[config.mk]
export PLATFORM = sky130hd
export DESIGN_NAME = i2c_tx_engine_flat
export DESIGN_NICKNAME = d
export VERILOG_FILES = /design/src/rtl/i2c_tx_engine_pkg.sv /design/src/rtl/i2c_tx_engine_if.sv /design/src/rtl/i2c_tx_engine_hold_timer.sv /design/src/rtl/i2c_tx_engine.sv /design/src/flat_wrapper.sv
export SDC_FILE = /design/constraint.sdc
export NUM_CORES = 1
export LEC_CHECK = 0
export BUFFER_PORTS_ARGS = -buffer_cell sky130_fd_sc_hd__buf_2
export CAP_MARGIN = 0
export CORE_MARGIN = 1.5
export CORE_UTILIZATION = 55
export DETAILED_ROUTE_END_ITERATION = 12
export PLACE_DENSITY_LB_ADDON = 0.08
export SLEW_MARGIN = 15
export SYNTH_ARGS = -nofsm -noshare
export SYNTH_HDL_FRONTEND = slang
export SYNTH_HIERARCHICAL = 1
export SYNTH_SLANG_ARGS = --single-unit
[constraint.sdc]
create_clock -name clk -period 3 [get_ports clk]
set_clock_uncertainty 0.1 [all_clocks]
set_input_delay 0.75 -clock clk [delete_from_list [all_inputs] [get_ports clk]]
set_output_delay 0.75 -clock clk [all_outputs]
set_load 0.05 [all_outputs]
[src/rtl/i2c_tx_engine_pkg.sv]
// Shared constants for the I2C transmit bit engine: FSM state encoding and
// default frame/hold parameters.
package i2c_tx_pkg;

  localparam int DEF_DATA_W   = 8;
  localparam int DEF_HOLD_CYC = 2;

  localparam logic [2:0] IDLE    = 3'd0;
  localparam logic [2:0] CLKLO   = 3'd1;
  localparam logic [2:0] CLKHI   = 3'd2;
  localparam logic [2:0] ACKLO   = 3'd3;
  localparam logic [2:0] ACKHI   = 3'd4;
  localparam logic [2:0] STRETCH = 3'd5;

endpackage

[src/rtl/i2c_tx_engine_if.sv]
// Controller/pad-side bundle of the I2C transmit engine.
// Optional macro I2C_TX_CLK_STRETCH_EN adds the scl_out line.
interface i2c_tx_engine_if import i2c_tx_pkg::*; #(
  parameter int DATA_W = DEF_DATA_W
);
  logic              enable;
  logic              stop_det;
  logic              scl_in;
  logic              sda_in;
  logic [DATA_W-1:0] tx_data;
  logic              tx_valid;
  logic              tx_ready;
  logic              sda_out;
  logic              arb_lost;
  logic              ack_valid;
  logic              ack_nack;
  logic              busy;
`ifdef I2C_TX_CLK_STRETCH_EN
  logic              scl_out;
`endif

  // Handshake: tx_ready is a registered one-cycle strobe raised only while
  // tx_valid is high; the frame on tx_data is captured on the same clock edge
  // that raises tx_ready, so the producer may change tx_data once it sees it.
`ifdef I2C_TX_CLK_STRETCH_EN
  modport slave (
    input  enable, stop_det, scl_in, sda_in, tx_data, tx_valid,
    output tx_ready, sda_out, arb_lost, ack_valid, ack_nack, busy, scl_out
  );
  modport master (
    output enable, stop_det, scl_in, sda_in, tx_data, tx_valid,
    input  tx_ready, sda_out, arb_lost, ack_valid, ack_nack, busy, scl_out
  );
`else
  modport slave (
    input  enable, stop_det, scl_in, sda_in, tx_data, tx_valid,
    output tx_ready, sda_out, arb_lost, ack_valid, ack_nack, busy
  );
  modport master (
    output enable, stop_det, scl_in, sda_in, tx_data, tx_valid,
    input  tx_ready, sda_out, arb_lost, ack_valid, ack_nack, busy
  );
`endif

endinterface

[src/rtl/i2c_tx_engine_hold_timer.sv]
// Loadable down-counter; expired_o is high while the count sits at zero.
module i2c_hold_timer #(
  parameter int W = 8
) (
  input  logic         clk,
  input  logic         rst,
  input  logic         load_i,
  input  logic [W-1:0] load_val_i,
  output logic         expired_o
);

  logic [W-1:0] cnt_q, cnt_d;

  always_comb begin
    cnt_d = cnt_q;
    if (load_i) begin
      cnt_d = load_val_i;
    end else if (cnt_q != '0) begin
      cnt_d = cnt_q - 1'b1;
    end
  end

  always_ff @(posedge clk or posedge rst) begin
    if (rst) begin
      cnt_q <= '0;
    end else begin
      cnt_q <= cnt_d;
    end
  end

  assign expired_o = (cnt_q == '0);

endmodule

[src/rtl/i2c_tx_engine.sv]
// I2C transmit bit engine: serialises frames MSB first with a post-fall SDA
// hold, flags arbitration loss and samples ACK. Macro I2C_TX_CLK_STRETCH_EN
// enables SCL stretching while waiting for the next frame.
module i2c_tx_engine import i2c_tx_pkg::*; #(
  parameter int DATA_W   = DEF_DATA_W,
  parameter int HOLD_CYC = DEF_HOLD_CYC,
  parameter int CNT_W    = 4
) (
  input  logic            clk,
  input  logic            rst,
  i2c_tx_engine_if.slave  tx_if,
  output logic [2:0]      state_o
);

  logic [2:0]        state_q, state_d;
  logic [DATA_W-1:0] shift_q, shift_d;
  logic [CNT_W-1:0]  bit_cnt_q, bit_cnt_d;
  logic              sda_q, sda_d;
  logic              tx_ready_q, tx_ready_d;
  logic              arb_lost_q, arb_lost_d;
  logic              ack_valid_q, ack_valid_d;
  logic              ack_nack_q, ack_nack_d;
  logic              scl_q;
  logic              rise, fall, hold_expired;
`ifdef I2C_TX_CLK_STRETCH_EN
  logic              scl_out_q, scl_out_d;
`endif

  assign rise = tx_if.scl_in & ~scl_q;
  assign fall = ~tx_if.scl_in & scl_q;

  i2c_hold_timer #(.W(8)) u_hold (
    .clk        (clk),
    .rst        (rst),
    .load_i     (fall),
    .load_val_i (8'(HOLD_CYC)),
    .expired_o  (hold_expired)
  );

  always_comb begin
    state_d     = state_q;
    shift_d     = shift_q;
    bit_cnt_d   = bit_cnt_q;
    sda_d       = sda_q;
    tx_ready_d  = 1'b0;
    arb_lost_d  = 1'b0;
    ack_valid_d = 1'b0;
    ack_nack_d  = ack_nack_q;
`ifdef I2C_TX_CLK_STRETCH_EN
    scl_out_d   = scl_out_q;
`endif
    // Abort paths override every other transition, including a same-cycle rise.
    if (tx_if.stop_det || !tx_if.enable) begin
      state_d = IDLE;
      sda_d   = 1'b1;
`ifdef I2C_TX_CLK_STRETCH_EN
      scl_out_d = 1'b1;
`endif
    end else begin
      case (state_q)
        IDLE: begin
          sda_d = 1'b1;
`ifdef I2C_TX_CLK_STRETCH_EN
          scl_out_d = 1'b1;
`endif
          if (tx_if.tx_valid && !tx_if.scl_in) begin
            tx_ready_d = 1'b1;
            shift_d    = tx_if.tx_data;
            bit_cnt_d  = '0;
            state_d    = CLKLO;
          end
        end
        CLKLO: begin
          if (rise) begin
            if (sda_q && !tx_if.sda_in) begin
              arb_lost_d = 1'b1;
              sda_d      = 1'b1;
              state_d    = IDLE;
            end else begin
              state_d = CLKHI;
            end
          end else if (hold_expired) begin
            sda_d = shift_q[DATA_W-1];
          end
`ifdef I2C_TX_CLK_STRETCH_EN
          // Let SCL go only once the first bit is already on the line.
          if (!scl_out_q && hold_expired && (sda_q == shift_q[DATA_W-1])) begin
            scl_out_d = 1'b1;
          end
`endif
        end
        CLKHI: begin
          if (fall) begin
            shift_d   = shift_q << 1;
            bit_cnt_d = bit_cnt_q + 1'b1;
            state_d   = (bit_cnt_q == CNT_W'(DATA_W - 1)) ? ACKLO : CLKLO;
          end
        end
        ACKLO: begin
          if (rise) begin
            ack_valid_d = 1'b1;
            ack_nack_d  = tx_if.sda_in;
            state_d     = ACKHI;
          end else if (hold_expired) begin
            sda_d = 1'b1;
          end
        end
        ACKHI: begin
          if (fall) begin
            if (tx_if.tx_valid && !ack_nack_q) begin
              tx_ready_d = 1'b1;
              shift_d    = tx_if.tx_data;
              bit_cnt_d  = '0;
              state_d    = CLKLO;
`ifdef I2C_TX_CLK_STRETCH_EN
            end else if (!ack_nack_q) begin
              state_d   = STRETCH;
              scl_out_d = 1'b0;
              sda_d     = 1'b1;
`endif
            end else begin
              state_d = IDLE;
            end
          end
        end
`ifdef I2C_TX_CLK_STRETCH_EN
        STRETCH: begin
          sda_d     = 1'b1;
          scl_out_d = 1'b0;
          if (tx_if.tx_valid) begin
            tx_ready_d = 1'b1;
            shift_d    = tx_if.tx_data;
            bit_cnt_d  = '0;
            state_d    = CLKLO;
            if (hold_expired) begin
              sda_d = tx_if.tx_data[DATA_W-1];
            end
          end
        end
`endif
        default: begin
          state_d = IDLE;
          sda_d   = 1'b1;
        end
      endcase
    end
  end

  always_ff @(posedge clk or posedge rst) begin
    if (rst) begin
      state_q     <= IDLE;
      shift_q     <= '0;
      bit_cnt_q   <= '0;
      sda_q       <= 1'b1;
      tx_ready_q  <= 1'b0;
      arb_lost_q  <= 1'b0;
      ack_valid_q <= 1'b0;
      ack_nack_q  <= 1'b0;
      scl_q       <= 1'b1;
`ifdef I2C_TX_CLK_STRETCH_EN
      scl_out_q   <= 1'b1;
`endif
    end else begin
      state_q     <= state_d;
      shift_q     <= shift_d;
      bit_cnt_q   <= bit_cnt_d;
      sda_q       <= sda_d;
      tx_ready_q  <= tx_ready_d;
      arb_lost_q  <= arb_lost_d;
      ack_valid_q <= ack_valid_d;
      ack_nack_q  <= ack_nack_d;
      scl_q       <= tx_if.scl_in;
`ifdef I2C_TX_CLK_STRETCH_EN
      scl_out_q   <= scl_out_d;
`endif
    end
  end

  assign tx_if.tx_ready  = tx_ready_q;
  assign tx_if.sda_out   = sda_q;
  assign tx_if.arb_lost  = arb_lost_q;
  assign tx_if.ack_valid = ack_valid_q;
  assign tx_if.ack_nack  = ack_nack_q;
  assign tx_if.busy      = (state_q != IDLE);
`ifdef I2C_TX_CLK_STRETCH_EN
  assign tx_if.scl_out   = scl_out_q;
`endif
  assign state_o         = state_q;

endmodule

[src/flat_wrapper.sv]
// flat-port wrapper written by rule: the top's interface ports become plain ports
module i2c_tx_engine_flat import i2c_tx_pkg::*;
#(
  parameter int DATA_W   = DEF_DATA_W,
  parameter int HOLD_CYC = DEF_HOLD_CYC,
  parameter int CNT_W    = 4
)
  (clk, rst, state_o, tx_if_enable, tx_if_stop_det, tx_if_scl_in, tx_if_sda_in, tx_if_tx_data, tx_if_tx_valid, tx_if_tx_ready, tx_if_sda_out, tx_if_arb_lost, tx_if_ack_valid, tx_if_ack_nack, tx_if_busy);
  i2c_tx_engine_if #(.DATA_W(DATA_W)) tx_if_i ();
  input  logic clk;
  input  logic rst;
  output logic [2:0] state_o;
  input wire logic [$bits(tx_if_i.enable)-1:0] tx_if_enable;
  input wire logic [$bits(tx_if_i.stop_det)-1:0] tx_if_stop_det;
  input wire logic [$bits(tx_if_i.scl_in)-1:0] tx_if_scl_in;
  input wire logic [$bits(tx_if_i.sda_in)-1:0] tx_if_sda_in;
  input wire logic [$bits(tx_if_i.tx_data)-1:0] tx_if_tx_data;
  input wire logic [$bits(tx_if_i.tx_valid)-1:0] tx_if_tx_valid;
  output wire logic [$bits(tx_if_i.tx_ready)-1:0] tx_if_tx_ready;
  output wire logic [$bits(tx_if_i.sda_out)-1:0] tx_if_sda_out;
  output wire logic [$bits(tx_if_i.arb_lost)-1:0] tx_if_arb_lost;
  output wire logic [$bits(tx_if_i.ack_valid)-1:0] tx_if_ack_valid;
  output wire logic [$bits(tx_if_i.ack_nack)-1:0] tx_if_ack_nack;
  output wire logic [$bits(tx_if_i.busy)-1:0] tx_if_busy;
  assign tx_if_i.enable = tx_if_enable;
  assign tx_if_i.stop_det = tx_if_stop_det;
  assign tx_if_i.scl_in = tx_if_scl_in;
  assign tx_if_i.sda_in = tx_if_sda_in;
  assign tx_if_i.tx_data = tx_if_tx_data;
  assign tx_if_i.tx_valid = tx_if_tx_valid;
  assign tx_if_tx_ready = tx_if_i.tx_ready;
  assign tx_if_sda_out = tx_if_i.sda_out;
  assign tx_if_arb_lost = tx_if_i.arb_lost;
  assign tx_if_ack_valid = tx_if_i.ack_valid;
  assign tx_if_ack_nack = tx_if_i.ack_nack;
  assign tx_if_busy = tx_if_i.busy;
  i2c_tx_engine #(.DATA_W(DATA_W), .HOLD_CYC(HOLD_CYC), .CNT_W(CNT_W)) u_core (.clk(clk), .rst(rst), .tx_if(tx_if_i), .state_o(state_o));
endmodule
==> results of run 1 <==
## through the flow
stage                     util, %  hold slack [ps]  cell area [µm²]
after floorplan                 -              355             1640
after global placement       62.3              366             1730
after detailed placement     62.3              385             1730
after CTS                    64.5              270             1790
after global routing         64.5              292             1790
final                        64.5              272             1790
## cell type report
class / count / area, µm²
clock buffer: 8 / 58.8
tap: 31 / 38.8
sequential: 29 / 728
fill: 252 / 988
multi-input combinational: 131 / 815
inverter: 10 / 37.5
timing repair buffer: 23 / 115
## routing by layer
metal | up-vias | part of all wire (%) | wire (µm) | track usage [%]
met1 | 605 | 46 | 1410 | 29.4
li1 | 665 | - | - | -
met4 | 0 | 1.7 | 51 | 10.3
met3 | 5 | 4.3 | 132 | 5.44
met2 | 25 | 48 | 1470 | 34.8
met5 | - | 0 | 0 | 0
## Yosys cell counts (2+ instances only)
cell      number
a21oi_1        5
nor2_1        12
or3b_1         2
mux2i_1        7
nor4b_1        2
buf_2          5
a31oi_1        3
and3_1         3
conb_1         2
dfrtp_1       27
nor3_1         9
nand2b_1       6
ha_1           2
nand3_1        3
buf_6          2
nor2b_1        2
o31ai_1        3
o21ai_1       11
a32oi_1        2
xnor2_1        2
nand2_1       20
dfstp_2        2
inv_1         10
o21ai_0        4
o21ai_2        2
## how the worst max path moves through the flow
stage | to | slack [ps] | depth (start not counted)
3_3_place_gp | u_core/bit_cnt_q[0] | 670 | 6
5_1_grt | tx_if_busy | 560 | 3
2_1_floorplan | tx_if_busy | 840 | 3
6_report | tx_if_busy | 670 | 3
3_5_place_dp | u_core/bit_cnt_q[0] | 620 | 6
4_1_cts | tx_if_busy | 680 | 3
## sequential cells by signal, summed over array words and instances, names as in the netlist
register and flops:
u_core/state_o 3, u_core/u_hold/cnt_q 8, u_core/tx_if.arb_lost 1, u_core/tx_if.ack_nack 1, u_core/tx_if.ack_valid 1, u_core/tx_if.sda_out 1
u_core/shift_q 8, u_core/scl_q 1, u_core/bit_cnt_q 4, u_core/tx_if.tx_ready 1
## cells by family (layout without fill, tap and decap cells)
kind of cell             Yosys count  in the layout  synth area share (%)
multiplexers                       8              8                  5.02
buffers and inverters             20             41                  6.18
AND/OR/NAND/NOR                   68             68                  22.3
other                              2              8                 0.463
adder cells (fa/ha/maj)            2              2                  1.54
AO/OA/AOI/OAI                     43             43                  18.5
flip-flops                        29             29                  44.9
XOR/XNOR                           2              2                  1.08
## power groups by stage
stage               clock network (mW)  logic, mW  registers (mW)
CTS                              0.253      0.251           0.534
finish                           0.246      0.250           0.534
global placement                     0      0.241           0.532
floorplan                            0      0.206           0.522
global route                     0.267      0.288           0.548
detailed placement                   0      0.250           0.542
==> impl_metrics.json, run 1 <==
{
  "power_mw": 1.03,
  "yosys.area.top_type": "dfrtp_1",
  "fp.dieW_um": 57.3,
  "grt_pass1_wl_um": 5590,
  "synth.area.top_cells": "dfrtp_1, nand2_1, mux2i_1",
  "nNetsFinal": 217,
  "p_int_mw": 0.693,
  "crit_arrival_ps": 1480,
  "status": "completed",
  "fin_ws_ps": 674,
  "cp-start-kind": "flop",
  "finalHoldViolCount": 0,
  "synthesis.area_um2": 1620,
  "h-tree-depth": 2,
  "r2r_start": "u_core/u_hold/cnt_q[0]",
  "final_cell_mix": "dfrtp_1, buf_2, nand2_1, nor2_1, o21ai_1",
  "dr.pass1.iters": 4,
  "p_clk_share_pct": 23.9,
  "syn_area_per_cell_um2": 9.31,
  "synth.top_cell.area_share_pct": 41.7,
  "antennaDiodeCount": 0,
  "io_pins": 24,
  "p_per_area_nw_per_um2": 574,
  "r2r_end": "u_core/tx_if.sda_out",
  "grt_start_max_net_pins": 26,
  "grt_pass1_vias": 1282,
  "ir_drop_mv": 0.373,
  "path_cells": "inv_1, nand2_1, buf_2",
  "vias": 1300,
  "final_common_cell": "dfrtp_1",
  "vias_per_cell": 5.60,
  "cts_tree": "built",
  "cts.sinks": 29,
  "period_minus_slack_ps": 2330,
  "p_sw_mw": 0.337,
  "cts-buffers-inserted": 5,
  "root_buffer": "clkbuf_4",
  "dieArea_um2": 3280,
  "switching_share_pct": 32.7,
  "rrSetupSlack_ps": 750,
  "place_inst": 224,
  "track_usage_pct": 22.3,
  "start_util_pct": 58.3,
  "port_buffers": 23,
  "cpLargestDelayFamily": "flip-flops",
  "wl_per_cell_um": 13.2,
  "core_um2": 2780,
  "cp-end-kind": "output port",
  "worst_pin_slew_ps": 874,
  "synth_cells": 174,
  "synth-edff-count": 0,
  "combPwrFrac_pct": 24.3,
  "post_cts_buffers": 0,
  "clk_pin_slew_ps": 90,
  "ys_seq_elements": 29,
  "rsz0062_at_grt": "false",
  "synth.distinct_cells": 51,
  "max_clock_freq_ghz": 0.430,
  "post_route_cells_drive_above_1_share_pct": 20.9,
  "finalCritPeriodShare_pct": 77.5,
  "max_slew_margin_pct": 41.7,
  "drcViolationCount": 0,
  "clk_latency_ps": 320,
  "antenna_found_initial": 0,
  "path_class": "flop to output port",
  "synthFlopType": "dfrtp_1",
  "critical_path_buf_inv_count": 2,
  "critPathLaunch": "u_core/state_o[1]",
  "clock_path_buffers": 2,
  "worstPathRequired_ps": 2150,
  "setup_viol": 0,
  "syn2layout_area_growth_pct": 10.7,
  "cts_hold_buf": 0,
  "r2r_cells": 8,
  "finish.cell_count_without_fillers": 232,
  "gp_congestion": 0.826,
  "grt_overflow": 0,
  "hold_path.class": "input pin to asynchronous set/reset pin",
  "drtIter0Drc": 60,
  "dp_hpwl_um": 2250,
  "cp_max_fo": 16,
  "power.share.sequential_pct": 51.9,
  "die-height_um": 57.3,
  "slew_viol_final": 0,
  "seq_area_frac_synth_pct": 44.9,
  "drv_cap": 0,
  "final.setup.tns_ps": 0,
  "place_ws_ps": 623,
  "wl_um": 3060,
  "yosys_warnings": 6,
  "crit_path_top_delay_cell": "dfrtp_1",
  "max_stage_delay_ps": 620,
  "floorplan.rows": 19,
  "power.leakage_nw": 0.891,
  "async_reset_ff_share_pct": 100,
  "ant_nets": 0,
  "ctsResizeCount": 0
}
Note: power is estimated with default switching activity, not from simulation.
==> run 2, diff against run 1 <==
ABC_AREA = 1   (was default)
clock period = 2.4 ns   (was 3 ns; I/O delays follow)
==> run 2 against run 1 <==
Flip-flop and latch count stayed put. Die area is 4.7% higher. Synthesized cell count grew 32%. Power grew 32%. First-iteration DRC count unchanged. Critical endpoint unchanged. Final area rose by 6.7%.
==> impl_metrics.json, run 2 <==
{
  "start_util_pct": 59.6,
  "grt_start_max_net_pins": 22,
  "p_int_mw": 0.873,
  "power.share.sequential_pct": 48.6,
  "antenna_found_initial": 0,
  "ir_drop_mv": 0.385,
  "worstPathRequired_ps": 1700,
  "dr.pass1.iters": 4,
  "synth.distinct_cells": 31,
  "synth-edff-count": 0,
  "yosys_warnings": 6,
  "core_um2": 2850,
  "cts.sinks": 29,
  "die-height_um": 58.6,
  "post-route-cell-area_um2": 1910,
  "hold_path.class": "input pin to asynchronous set/reset pin",
  "seq_area_frac_synth_pct": 42.8,
  "h-tree-depth": 2,
  "max_clock_freq_ghz": 0.495,
  "cp-end-kind": "output port",
  "dp_hpwl_um": 2320,
  "cts_hold_buf": 0,
  "rsz0062_at_grt": "false",
  "clk_pin_slew_ps": 100,
  "synth.top_cell.area_share_pct": 39.7,
  "grt_pass1_wl_um": 5690,
  "place_ws_ps": 537,
  "post_route_cells_drive_above_1_share_pct": 20.2,
  "antennaDiodeCount": 0,
  "p_per_area_nw_per_um2": 711,
  "cp-start-kind": "flop",
  "drcViolationCount": 0,
  "fp.dieW_um": 58.6,
  "finalHoldViolCount": 0,
  "port_buffers": 23,
  "top_usage_layer": "met2",
  "power_mw": 1.36,
  "final_cell_mix": "nand2_1, dfrtp_1, buf_2, inv_1, nand3_1",
  "power.leakage_nw": 1.08,
  "combPwrFrac_pct": 28.9,
  "drv_cap": 0,
  "synthesis.area_um2": 1700,
  "vias_per_cell": 4.88,
  "ant_nets": 0,
  "final.setup.tns_ps": 0,
  "synth.area.top_cells": "dfrtp_1, nand2_1, nand3_1",
  "wl_per_cell_um": 10.7,
  "synth.most_common_cell": "nand2_1",
  "cts_tree": "built",
  "clock_path_buffers": 2,
  "synth_cells": 229,
  "async_reset_ff_share_pct": 100,
  "grt_overflow": 0,
  "grt_pass1_vias": 1379,
  "root_buffer": "clkbuf_4",
  "gp_congestion": 0.883,
  "wl_um": 3140,
  "cp_max_fo": 9,
  "crit_arrival_ps": 1320,
  "track_usage_pct": 21.7,
  "path_class": "flop to output port",
  "period_minus_slack_ps": 2020,
  "ys_seq_elements": 29,
  "synthFlopType": "dfrtp_1",
  "ctsResizeCount": 0,
  "placed_area_um2": 1850,
  "slew_viol_final": 0,
  "yosys.area.top_type": "dfrtp_1",
  "post_cts_buffers": 0,
  "cts-buffers-inserted": 5,
  "p_sw_mw": 0.487,
  "floorplan.rows": 19,
  "final_common_cell": "nand2_1",
  "largest_registers": "u_core/shift_q (8), u_core/u_hold/cnt_q (8), u_core/bit_cnt_q (4)",
  "drtIter0Drc": 60,
  "gr-usage-met1_pct": 28.3,
  "status": "completed",
  "vias": 1436,
  "setup_viol": 0,
  "n_fill_cell": 246,
  "clk_latency_ps": 330,
  "fin_ws_ps": 379,
  "syn2layout_area_growth_pct": 12.5,
  "nNetsFinal": 279,
  "syn_area_per_cell_um2": 7.43,
  "finalCritPeriodShare_pct": 84.2,
  "dieArea_um2": 3430,
  "io_pins": 24,
  "p_clk_share_pct": 22.5,
  "grt_use_met2_pct": 35.6,
  "switching_share_pct": 35.8,
  "use_met3_pct": 4.84,
  "synthTopCellsByCount": "nand2_1, dfrtp_1, inv_1, nand3_1, nor2_1"
}
[run 2: cell count changes in the layout (fill, tap and decap cells not counted), sizes merged, moves of 6 or more]
cell	before	now
inv	10	23
nor2	14	23
nand2	20	97
nand2b	6	0
mux2i	7	0
nand3	3	22
nor3	9	0
[run 2: stage by stage]
step	instances	utilization, %	hold slack [ps]
floorplan	235	-	316
global placement	286	65.0	359
detailed placement	286	65.0	363
CTS	294	67.1	104
global route	294	67.1	128
finish	294	67.1	113
[run 2: final timing paths]
kind	slack, ps	startpoint	cells past startpoint	endpoint
worst max-delay path	380	u_core/state_o[1]	3	tx_if_busy
worst min-delay path	110	rst	2	u_core/u_hold/cnt_q[5]
worst max register to register	580	u_core/state_o[2]	7	u_core/bit_cnt_q[3]
worst min register to register	380	u_core/shift_q[3]	2	u_core/shift_q[3]
max in group asynchronous	1710	rst	3	u_core/tx_if.sda_out
min in group clk	300	tx_if_scl_in	1	u_core/scl_q
[run 2: layer usage]
layer  wire (µm)  vias to the layer above
li1            -                      773
met5           0                        -
met2        1470                       34
met3         146                        2
met1        1510                      627
met4          13                        0
[run 2: worst max-delay path: stages, from the launching register on]
cell	delay, ps
dfrtp_1	520
inv_1	100
nand2_1	110
buf_2	270
[run 2: area by class of cell]
type                       count  area [µm²]  share of cell area [%]
tap                           31        38.8                    2.03
inverter                      24        90.1                    4.71
sequential                    29         728                    38.1
clock buffer                   8        58.8                    3.07
multi-input combinational    178         875                    45.7
timing repair buffer          24         123                    6.41
[run 2: power groups by stage]
stage               clock (mW)  combinational (mW)  sequential (mW)
floorplan                    0               0.324            0.661
global placement             0               0.390            0.670
detailed placement           0               0.392            0.669
CTS                      0.319               0.394            0.660
global route             0.337               0.454            0.673
finish                   0.306               0.394            0.661
[run 2: cells by family after synthesis]
| group | synth area share, % |
|---|---|
| and+or+nand+nor | 39.8 |
| DFF | 42.8 |
| buffers and inverters | 7.06 |
| AOI/OAI and AO/OA | 6.84 |
| xor gates and xnor gates | 1.55 |
| adders and majority gates | 1.47 |
| other | 0.442 |
